===== config.mk =====
export PLATFORM = sky130hd
export DESIGN_NAME = demux_1_4_32_buf
export DESIGN_NICKNAME = d
export VERILOG_FILES = /design/src/rtl/demux_pkg.sv /design/src/rtl/chan_fifo.sv /design/src/rtl/demux_1_4_32_buf.sv
export SDC_FILE = /design/constraint.sdc
export NUM_CORES = 1
export LEC_CHECK = 0
export BUFFER_PORTS_ARGS = -buffer_cell sky130_fd_sc_hd__buf_4
export CAP_MARGIN = 5
export CORE_MARGIN = 8
export CORE_UTILIZATION = 35
export DETAILED_ROUTE_END_ITERATION = 8
export PLACE_DENSITY_LB_ADDON = 0.15
export SYNTH_ARGS = -nofsm -noshare
export SYNTH_HDL_FRONTEND = slang
export SYNTH_SLANG_ARGS = --single-unit

===== constraint.sdc =====
create_clock -name clk -period 10.9 [get_ports clk]
set_clock_uncertainty 0.2 [all_clocks]
set_input_delay 0.545 -clock clk [delete_from_list [all_inputs] [get_ports clk]]
set_output_delay 0.545 -clock clk [all_outputs]
set_load 0.03 [all_outputs]

===== src/rtl/demux_pkg.sv =====
// Shared constants and helpers for the buffered 1-to-4 word demultiplexer.
// Latency: n/a (declarations only).
// Backpressure: n/a (declarations only).
package demux_pkg;

  localparam int NUM_CH    = 4;
  localparam int SEL_W     = 2;
  localparam int DEF_WIDTH = 32;
  localparam int DEF_DEPTH = 2;

  // Ceiling log2, used to size FIFO pointers (DEPTH is a power of two >= 2).
  function automatic int clog2(input int n);
    int r;
    r = 0;
    for (int i = 0; i < 31; i++) begin
      if ((1 << i) < n) r = i + 1;
    end
    return r;
  endfunction

endpackage


===== src/rtl/chan_fifo.sv =====
// Single-channel synchronous FIFO with registered storage; head word read straight from storage.
// Latency: a word pushed at edge k is visible (empty low) in the cycle after edge k; no bypass.
// Backpressure: push ignored while full, pop ignored while empty; a pop frees space only at the next edge.
module chan_fifo
  import demux_pkg::*;
#(
  parameter int WIDTH = DEF_WIDTH,
  parameter int DEPTH = DEF_DEPTH
) (
  input  logic             clk,
  input  logic             rst,
  input  logic             push,
  input  logic [WIDTH-1:0] push_data,
  input  logic             pop,
  output logic [WIDTH-1:0] head_data,
  output logic             empty,
  output logic             full
);

  localparam int PW = clog2(DEPTH);
  localparam int CW = PW + 1;

  logic [WIDTH-1:0] mem_q [DEPTH];
  logic [PW-1:0]    wr_ptr_q, rd_ptr_q;
  logic [CW-1:0]    cnt_q;
  logic             do_push, do_pop;

  assign full    = (cnt_q == CW'(DEPTH));
  assign empty   = (cnt_q == '0);
  assign do_push = push && !full;
  assign do_pop  = pop && !empty;

  // Head word is the stored entry at the read pointer.
  assign head_data = mem_q[rd_ptr_q];

  // Storage, pointers and occupancy; pointers wrap naturally at DEPTH.
  always_ff @(posedge clk or posedge rst) begin
    if (rst) begin
      for (int i = 0; i < DEPTH; i++) mem_q[i] <= '0;
      wr_ptr_q <= '0;
      rd_ptr_q <= '0;
      cnt_q    <= '0;
    end else begin
      if (do_push) begin
        mem_q[wr_ptr_q] <= push_data;
        wr_ptr_q        <= wr_ptr_q + 1'b1;
      end
      if (do_pop) rd_ptr_q <= rd_ptr_q + 1'b1;
      case ({do_push, do_pop})
        2'b10:   cnt_q <= cnt_q + 1'b1;
        2'b01:   cnt_q <= cnt_q - 1'b1;
        default: cnt_q <= cnt_q;
      endcase
    end
  end

endmodule


===== src/rtl/demux_1_4_32_buf.sv =====
// Buffered 1-to-4 demux: steers a word stream into one of four channel FIFOs (DEMUX_BROADCAST_EN adds broadcast to all four).
// Latency: one cycle from accepted push to out_valid of the destination channel; no bypass.
// Backpressure: in_ready = enable && destination not full (all channels not full when broadcasting); independent of out_ready.
module demux_1_4_32_buf
  import demux_pkg::*;
#(
  parameter int WIDTH = DEF_WIDTH,
  parameter int DEPTH = DEF_DEPTH
) (
  input  logic              clk,
  input  logic              rst,
  input  logic [WIDTH-1:0]  in_data,
  input  logic              in_valid,
  output logic              in_ready,
  input  logic [SEL_W-1:0]  select,
  input  logic              enable,
  input  logic              bcast,
  output logic [WIDTH-1:0]  data_out_0,
  output logic [WIDTH-1:0]  data_out_1,
  output logic [WIDTH-1:0]  data_out_2,
  output logic [WIDTH-1:0]  data_out_3,
  output logic [NUM_CH-1:0] out_valid,
  input  logic [NUM_CH-1:0] out_ready
);

  logic [NUM_CH-1:0] push, pop, empty, full;
  logic [WIDTH-1:0]  head [NUM_CH];

`ifndef DEMUX_BROADCAST_EN
  // Broadcast request has no effect in the select-only build.
  logic unused_bcast;
  assign unused_bcast = bcast;
`endif

  // Ready and push steering; in_ready is held low while reset is asserted.
  always_comb begin
    in_ready = 1'b0;
    push     = '0;
`ifdef DEMUX_BROADCAST_EN
    if (bcast) begin
      in_ready = !rst && enable && !(|full);
      if (in_valid && in_ready) push = '1;
    end else begin
      in_ready = !rst && enable && !full[select];
      if (in_valid && in_ready) push[select] = 1'b1;
    end
`else
    in_ready = !rst && enable && !full[select];
    if (in_valid && in_ready) push[select] = 1'b1;
`endif
  end

  assign pop       = out_ready & out_valid;
  assign out_valid = ~empty;

  for (genvar g = 0; g < NUM_CH; g++) begin : g_ch
    chan_fifo #(
      .WIDTH(WIDTH),
      .DEPTH(DEPTH)
    ) u_fifo (
      .clk      (clk),
      .rst      (rst),
      .push     (push[g]),
      .push_data(in_data),
      .pop      (pop[g]),
      .head_data(head[g]),
      .empty    (empty[g]),
      .full     (full[g])
    );
  end

  assign data_out_0 = head[0];
  assign data_out_1 = head[1];
  assign data_out_2 = head[2];
  assign data_out_3 = head[3];

endmodule


After elaboration in Yosys (flattened, before gate mapping)
Cells that the tools add are included.
{"block": "word_totals", "register_bits": 272, "out_inout_bits": 133}
{"block": "classes", "add_sub_neg": 16, "n_reduce_logical": 34, "n_bitwise": 10, "magnitude_cmp": 14, "mux": 33, "eq_ne": 12}
{"operator": "$mux 32", "count": 16}
{"operator": "$bwmux 64", "count": 4}
{"operator": "$demux 32 s1", "count": 4}
{"operator": "$eq 2x2->1 const B", "count": 8}
{"operator": "$ge 2x2->1 const B", "count": 8}
{"operator": "$logic_and 1x1->1", "count": 16}
{"operator": "$not 1->2", "count": 8}
{"operator": "$pmux 2 s2", "count": 4}
{"operator": "$logic_not 1->1", "count": 10}
{"operator": "$add 1x1->1 const B", "count": 8}
{"operator": "$add 2x1->2 const B", "count": 4}
{"operator": "$eq 2x1->1 const B", "count": 4}
{"operator": "$logic_not 2->1", "count": 4}
{"operator": "$lt 2x1->1 const B", "count": 4}
{"operator": "$reduce_bool 2->1", "count": 4}
{"operator": "$sub 2x1->2 const B", "count": 4}
{"operator": "$and 4x4->4", "count": 1}
{"operator": "$mux 4", "count": 1}
{"operator": "$not 4->4", "count": 1}
{"operator": "$lt 2x3->1 const B", "count": 1}
{"operator": "$bmux 1 s2", "count": 1}
{"operator": "$demux 1 s2", "count": 1}
{"operator": "$ge 2x1->1 const B", "count": 1}
{"operator": "$mux 1", "count": 2}

Depth between registers and ports, before layout
{"block": "logic_depth", "depth_word": 10, "depth_mapped": 6, "ltp_nobuf": 6}

Cells and area by module
Synthesis repeated with hierarchy kept, for this count alone.
{"block": "unflattened", "hier_cells": 776, "hier_area_um2": 12662.1}
{"module": "chan_fifo (g_ch[0].u_fifo ...)", "area_per_inst_um2": 3136.8, "seq_area_each_um2": 1701.6, "instances": 3, "cells_each": 190}
{"module": "chan_fifo (g_ch[3].u_fifo)", "area_per_inst_um2": 3133.0, "seq_area_each_um2": 1701.6, "instances": 1, "cells_each": 190}
{"module": "demux_1_4_32_buf", "area_per_inst_um2": 118.9, "seq_area_each_um2": 0.0, "instances": 1, "cells_each": 16}

Worst setup path before layout
OpenSTA, ideal clock, no wires.
{"block": "synth_timing", "kind": "in2out", "from": "input rst", "to": "output in_ready", "cell_stages": 3, "n_path_buf": 0, "arrival_ps": 7431, "setup_slack_ps": 2724, "required_ps": 10155, "cell_sequence": "inv_1 -> nand2_1 -> nor4_1"}
{"block": "synth_via", "elab_chain_cells": 3}
{"element": "from (decl)", "line": "demux_1_4_32_buf.sv:11", "text": "input logic rst,"}
{"element": "$logic_not 1->1 (no line)"}
{"element": "$logic_and 1x1->1 (2 in a row)", "line": "demux_1_4_32_buf.sv:48", "text": "in_ready = !rst && enable && !full[select];"}
{"element": "to (decl)", "line": "demux_1_4_32_buf.sv:14", "text": "output logic in_ready,"}
No other way between the ends.

Worst setup path in the final report
{"block": "layout_timing", "from": "input rst", "to": "register g_ch[1].u_fifo.mem_q[45] (netlist name)"}
{"block": "layout_via", "elab_chain_cells": 6}
{"element": "$logic_not 1->1 (no line)"}
{"element": "$logic_and 1x1->1 (2 in a row)", "line": "demux_1_4_32_buf.sv:48"}
{"element": "$logic_and 1x1->1", "line": "demux_1_4_32_buf.sv:49", "text": "if (in_valid && in_ready) push[select] = 1'b1;"}
{"element": "$mux 4", "line": "demux_1_4_32_buf.sv:49"}
{"element": "$logic_and 1x1->1", "line": "chan_fifo.sv:30", "text": "assign do_push = push && !full;"}
{"element": "to (signal, indexed assignment)", "line": "chan_fifo.sv:45", "text": "mem_q[wr_ptr_q] <= push_data;"}
{"element": "to (decl)", "line": "chan_fifo.sv:23", "text": "logic [WIDTH-1:0] mem_q [DEPTH];"}
No other way between the ends.
A chain may end at the register's enable or synchronous reset.

==> flow_summary.json <==
{
  "wirelength_um": 30600,
  "synth_nets": 815,
  "timing.max_cap.violations": 0,
  "ant_nets": 0,
  "pin_count": 176,
  "synth.most_common_cell": "mux2_2",
  "synthXorXnorAreaFrac_pct": 1.45,
  "antenna_found_initial": 1,
  "num_vias": 6852,
  "fp.dieH_um": 202,
  "drt-pass1-iter-count": 4,
  "min_path_cells": 2,
  "crit_path_end": "g_ch[1].u_fifo.mem_q[45]$_DFFE_PP0P_",
  "drc": 0,
  "num_rows": 68,
  "synth_enable_flop_cells": 0,
  "grt_overflow": 0,
  "netlist_top_cells_count": "mux2_2 (314), dfrtp_1 (272), mux2_4 (60), clkbuf_1 (20), buf_2 (16)",
  "p_total_mw": 5.13,
  "synth_compound_area_share_pct": 0.0413,
  "crit_buf_inv": 3,
  "cts_max_path_buffers": 3,
  "clock-root-buffer": "clkbuf_16",
  "tightest_slew_ns": 1.12,
  "critPathKind": "in2reg",
  "outcome": "finished clean",
  "cts_made_buffers": 34,
  "yosys_warnings": 0,
  "required_ns": 11.07,
  "yosys.area.top_type_share_pct": 56.2,
  "p_leak_nw": 7.35,
  "synth.avg_cell_area_um2": 15.8,
  "cpMostUsedCell": "buf_4",
  "synth_fa_ha_area_share_pct": 0.413,
  "fin_crit_sh_pct": 29.1,
  "cp_top_family": "simple AND/OR/NAND/NOR gates",
  "clk_pin_slew_worst_paths_ns": 0.05,
  "tritoncts": "done",
  "syn_inst": 768,
  "globalplace.congestion": 0.666,
  "critical_path.endpoint_type": "register",
  "max_stage_delay_ns": 1.03,
  "place_hpwl_um": 18900,
  "grtUsageTotal_pct": 14.9,
  "final_cells": 1429,
  "synth_ff_type": "dfrtp_1",
  "yosysTopAreaCell": "dfrtp_1",
  "ir_drop_mv": 0.210,
  "placed_cells": 1369,
  "wl_per_cell_um": 21.4,
  "grt_max_degree": 100,
  "synth_top_family_by_area": "multiplexers",
  "grt_pass1_wl_um": 47900,
  "cp_slowest_cell": "or4_2",
  "synth.area.top_cells": "dfrtp_1 (56%), mux2_2 (29%), mux2_4 (7.4%), mux2_1 (0.93%), xnor2_1 (0.87%)",
  "cp_max_fo": 19,
  "crit-reg2reg-launch": "g_ch[3].u_fifo.cnt_q[1]$_DFFE_PP0P_",
  "synthDistinctLibCells": 31,
  "setup_violations": 0,
  "hold_viol": 0,
  "clock_sinks": 272,
  "synth_mux_area_share_pct": 37.6,
  "relSlewSlack_pct": 25.3,
  "r2r_slack_ns": 8.16,
  "cp.depth": 6,
  "cp-startpoint": "rst",
  "async_flop_share_pct": 100,
  "cellPowerDensity_nw_per_um2": 341,
  "dpl_cell_area_um2": 13900,
  "yosys_register_bits": 272,
  "reg2reg_depth": 4,
  "worstPathArrival_ns": 3.35,
  "regToRegEndpoint": "g_ch[3].u_fifo.mem_q[39]$_DFFE_PP0P_",
  "fmax_mhz": 315,
  "cp-start-kind": "input pin",
  "synthSimpleGateAreaFrac_pct": 2.34,
  "core_um2": 34300,
  "min_path_type": "in2reg",
  "rsz0062_at_grt": "false",
  "die_area_um2": 40800,
  "clock_latency_ns": 0.50,
  "io_buffer_count": 174,
  "nNetsFinal": 998,
  "grt_pass1_vias": 7563,
  "syn_area_um2": 12100,
  "diodes": 0,
  "dieWidth_um": 202,
  "areaGrowthSynthToFinish_pct": 24.1,
  "drt-vias-per-instance": 4.79,
  "fin_crit_ns": 3.17,
  "drive_gt1_share_pct": 65.0,
  "cp_cell_sequence": "dlygate4sd3_1 > buf_4 > nand3b_4 > or4_2 > buf_4 > mux2_4",
  "htreeDepth": 2,
  "slew_viol_final": 0,
  "cts_resized": 0,
  "stdcell_area_um2": 15000,
  "timing.setup.tns_ns": 0,
  "start_util_pct": 35.3,
  "drtIter0Drc": 213,
  "seq_area_frac_synth_pct": 56.2
}
registers in the layout, indices dropped and copies added (netlist names):
| name | flops |
|---|---|
| g_ch.u_fifo.mem_q | 256 |
| g_ch.u_fifo.cnt_q | 8 |
| g_ch.u_fifo.rd_ptr_q | 4 |
| g_ch.u_fifo.wr_ptr_q | 4 |
report_power, final:
group | switching, mW | internal, mW
Clock | 0.419 | 0.672
Combinational | 1.14 | 1.10
Sequential | 0.328 | 1.47
Total | 1.89 | 3.24
routing by layer:
layer / share of wire (%) / vias to the layer above / GRT usage, % / wire (µm)
li1: - / 3122 / - / -
met1: 47 / 3559 / 20.4 / 14500
met2: 47 / 136 / 23.7 / 14200
met3: 4.8 / 33 / 3.59 / 1460
met4: 1.2 / 2 / 3.10 / 382
met5: 0.043 / - / 0 / 13
how the worst min path moves through the flow:
stage / slack (ns) / endpoint / start
global placement: 0.26 / g_ch[3].u_fifo.mem_q[22]$_DFFE_PP0P_ / g_ch[3].u_fifo.mem_q[22]$_DFFE_PP0P_
CTS: 0.12 / g_ch[3].u_fifo.mem_q[23]$_DFFE_PP0P_ / in_data[23]
detailed placement: 0.27 / g_ch[3].u_fifo.cnt_q[1]$_DFFE_PP0P_ / g_ch[3].u_fifo.cnt_q[1]$_DFFE_PP0P_
global route: 0.13 / g_ch[2].u_fifo.mem_q[26]$_DFFE_PP0P_ / in_data[26]
floorplan: 0.25 / g_ch[3].u_fifo.cnt_q[1]$_DFFE_PP0P_ / g_ch[3].u_fifo.cnt_q[1]$_DFFE_PP0P_
finish: 0.14 / g_ch[3].u_fifo.mem_q[23]$_DFFE_PP0P_ / in_data[23]
metrics by stage:
step | setup slack [ns] | util [%] | hold WS [ns]
3_5_place_dp | 7.73 | 40.6 | 0.270
3_3_place_gp | 7.76 | 40.6 | 0.261
4_1_cts | 7.70 | 43.8 | 0.116
2_1_floorplan | 2.64 | - | 0.247
5_1_grt | 7.53 | 43.8 | 0.130
6_report | 7.73 | 43.8 | 0.138
cell type report:
cell class / instances / area (µm²)
fillers: 3156 / 19300
clock inverters: 8 / 68.8
multi-input cells: 449 / 5100
inverters: 4 / 22.5
repair buffers: 190 / 1430
flip-flops and latches: 272 / 6810
well taps: 455 / 569
clock buffers: 51 / 1030
layout by cell type, fill, tap and decap left out:
cell type      synthesis  layout
inv_8                  0       1
ha_1                   4       4
and3b_1                1       1
mux2_1                10      10
clkbuf_16              0      35
clkinv_2               0       6
nor2_1                 5       5
inv_6                  0       1
clkbuf_8               0       9
or3_1                  3       3
and2_1                 4       4
inv_1                  4       3
a21oi_1                1       1
nor3b_1                1       1
nor4_1                 1       1
nand2_1                2       2
dfrtp_2                0       4
xnor2_1               12      12
and4b_2                0       1
mux2_2               314     314
nand3b_4               1       1
or4_2                  0       2
dlygate4sd3_1          0       1
nor2b_1                4       4
buf_4                  1     189
nor4_4                 0       4
nand3b_1               1       1
dfrtp_1              272     268
or3b_2                 1       1
bufinv_16              0       1
nand2b_1               3       3
xor2_1                 8       8
mux2_4                60      60
or2_2                  4       4
nand4_1                1       1
clkbuf_1              20       7
nand3_1                1       1
cells by family after synthesis:
logic type	Yosys count
adders and majority gates	4
AOI/OAI and AO/OA	1
DFF	272
xor gates and xnor gates	20
muxes	384
buffers and inverters	47
and+or+nand+nor	40
timing repair:
item	CTS	global route
endpoints found under the setup margin	0	0
buffers inserted	0	0
hold buffers	1	0
hold endpoints to repair	21	0
Note: power is estimated with default switching activity, not from simulation.
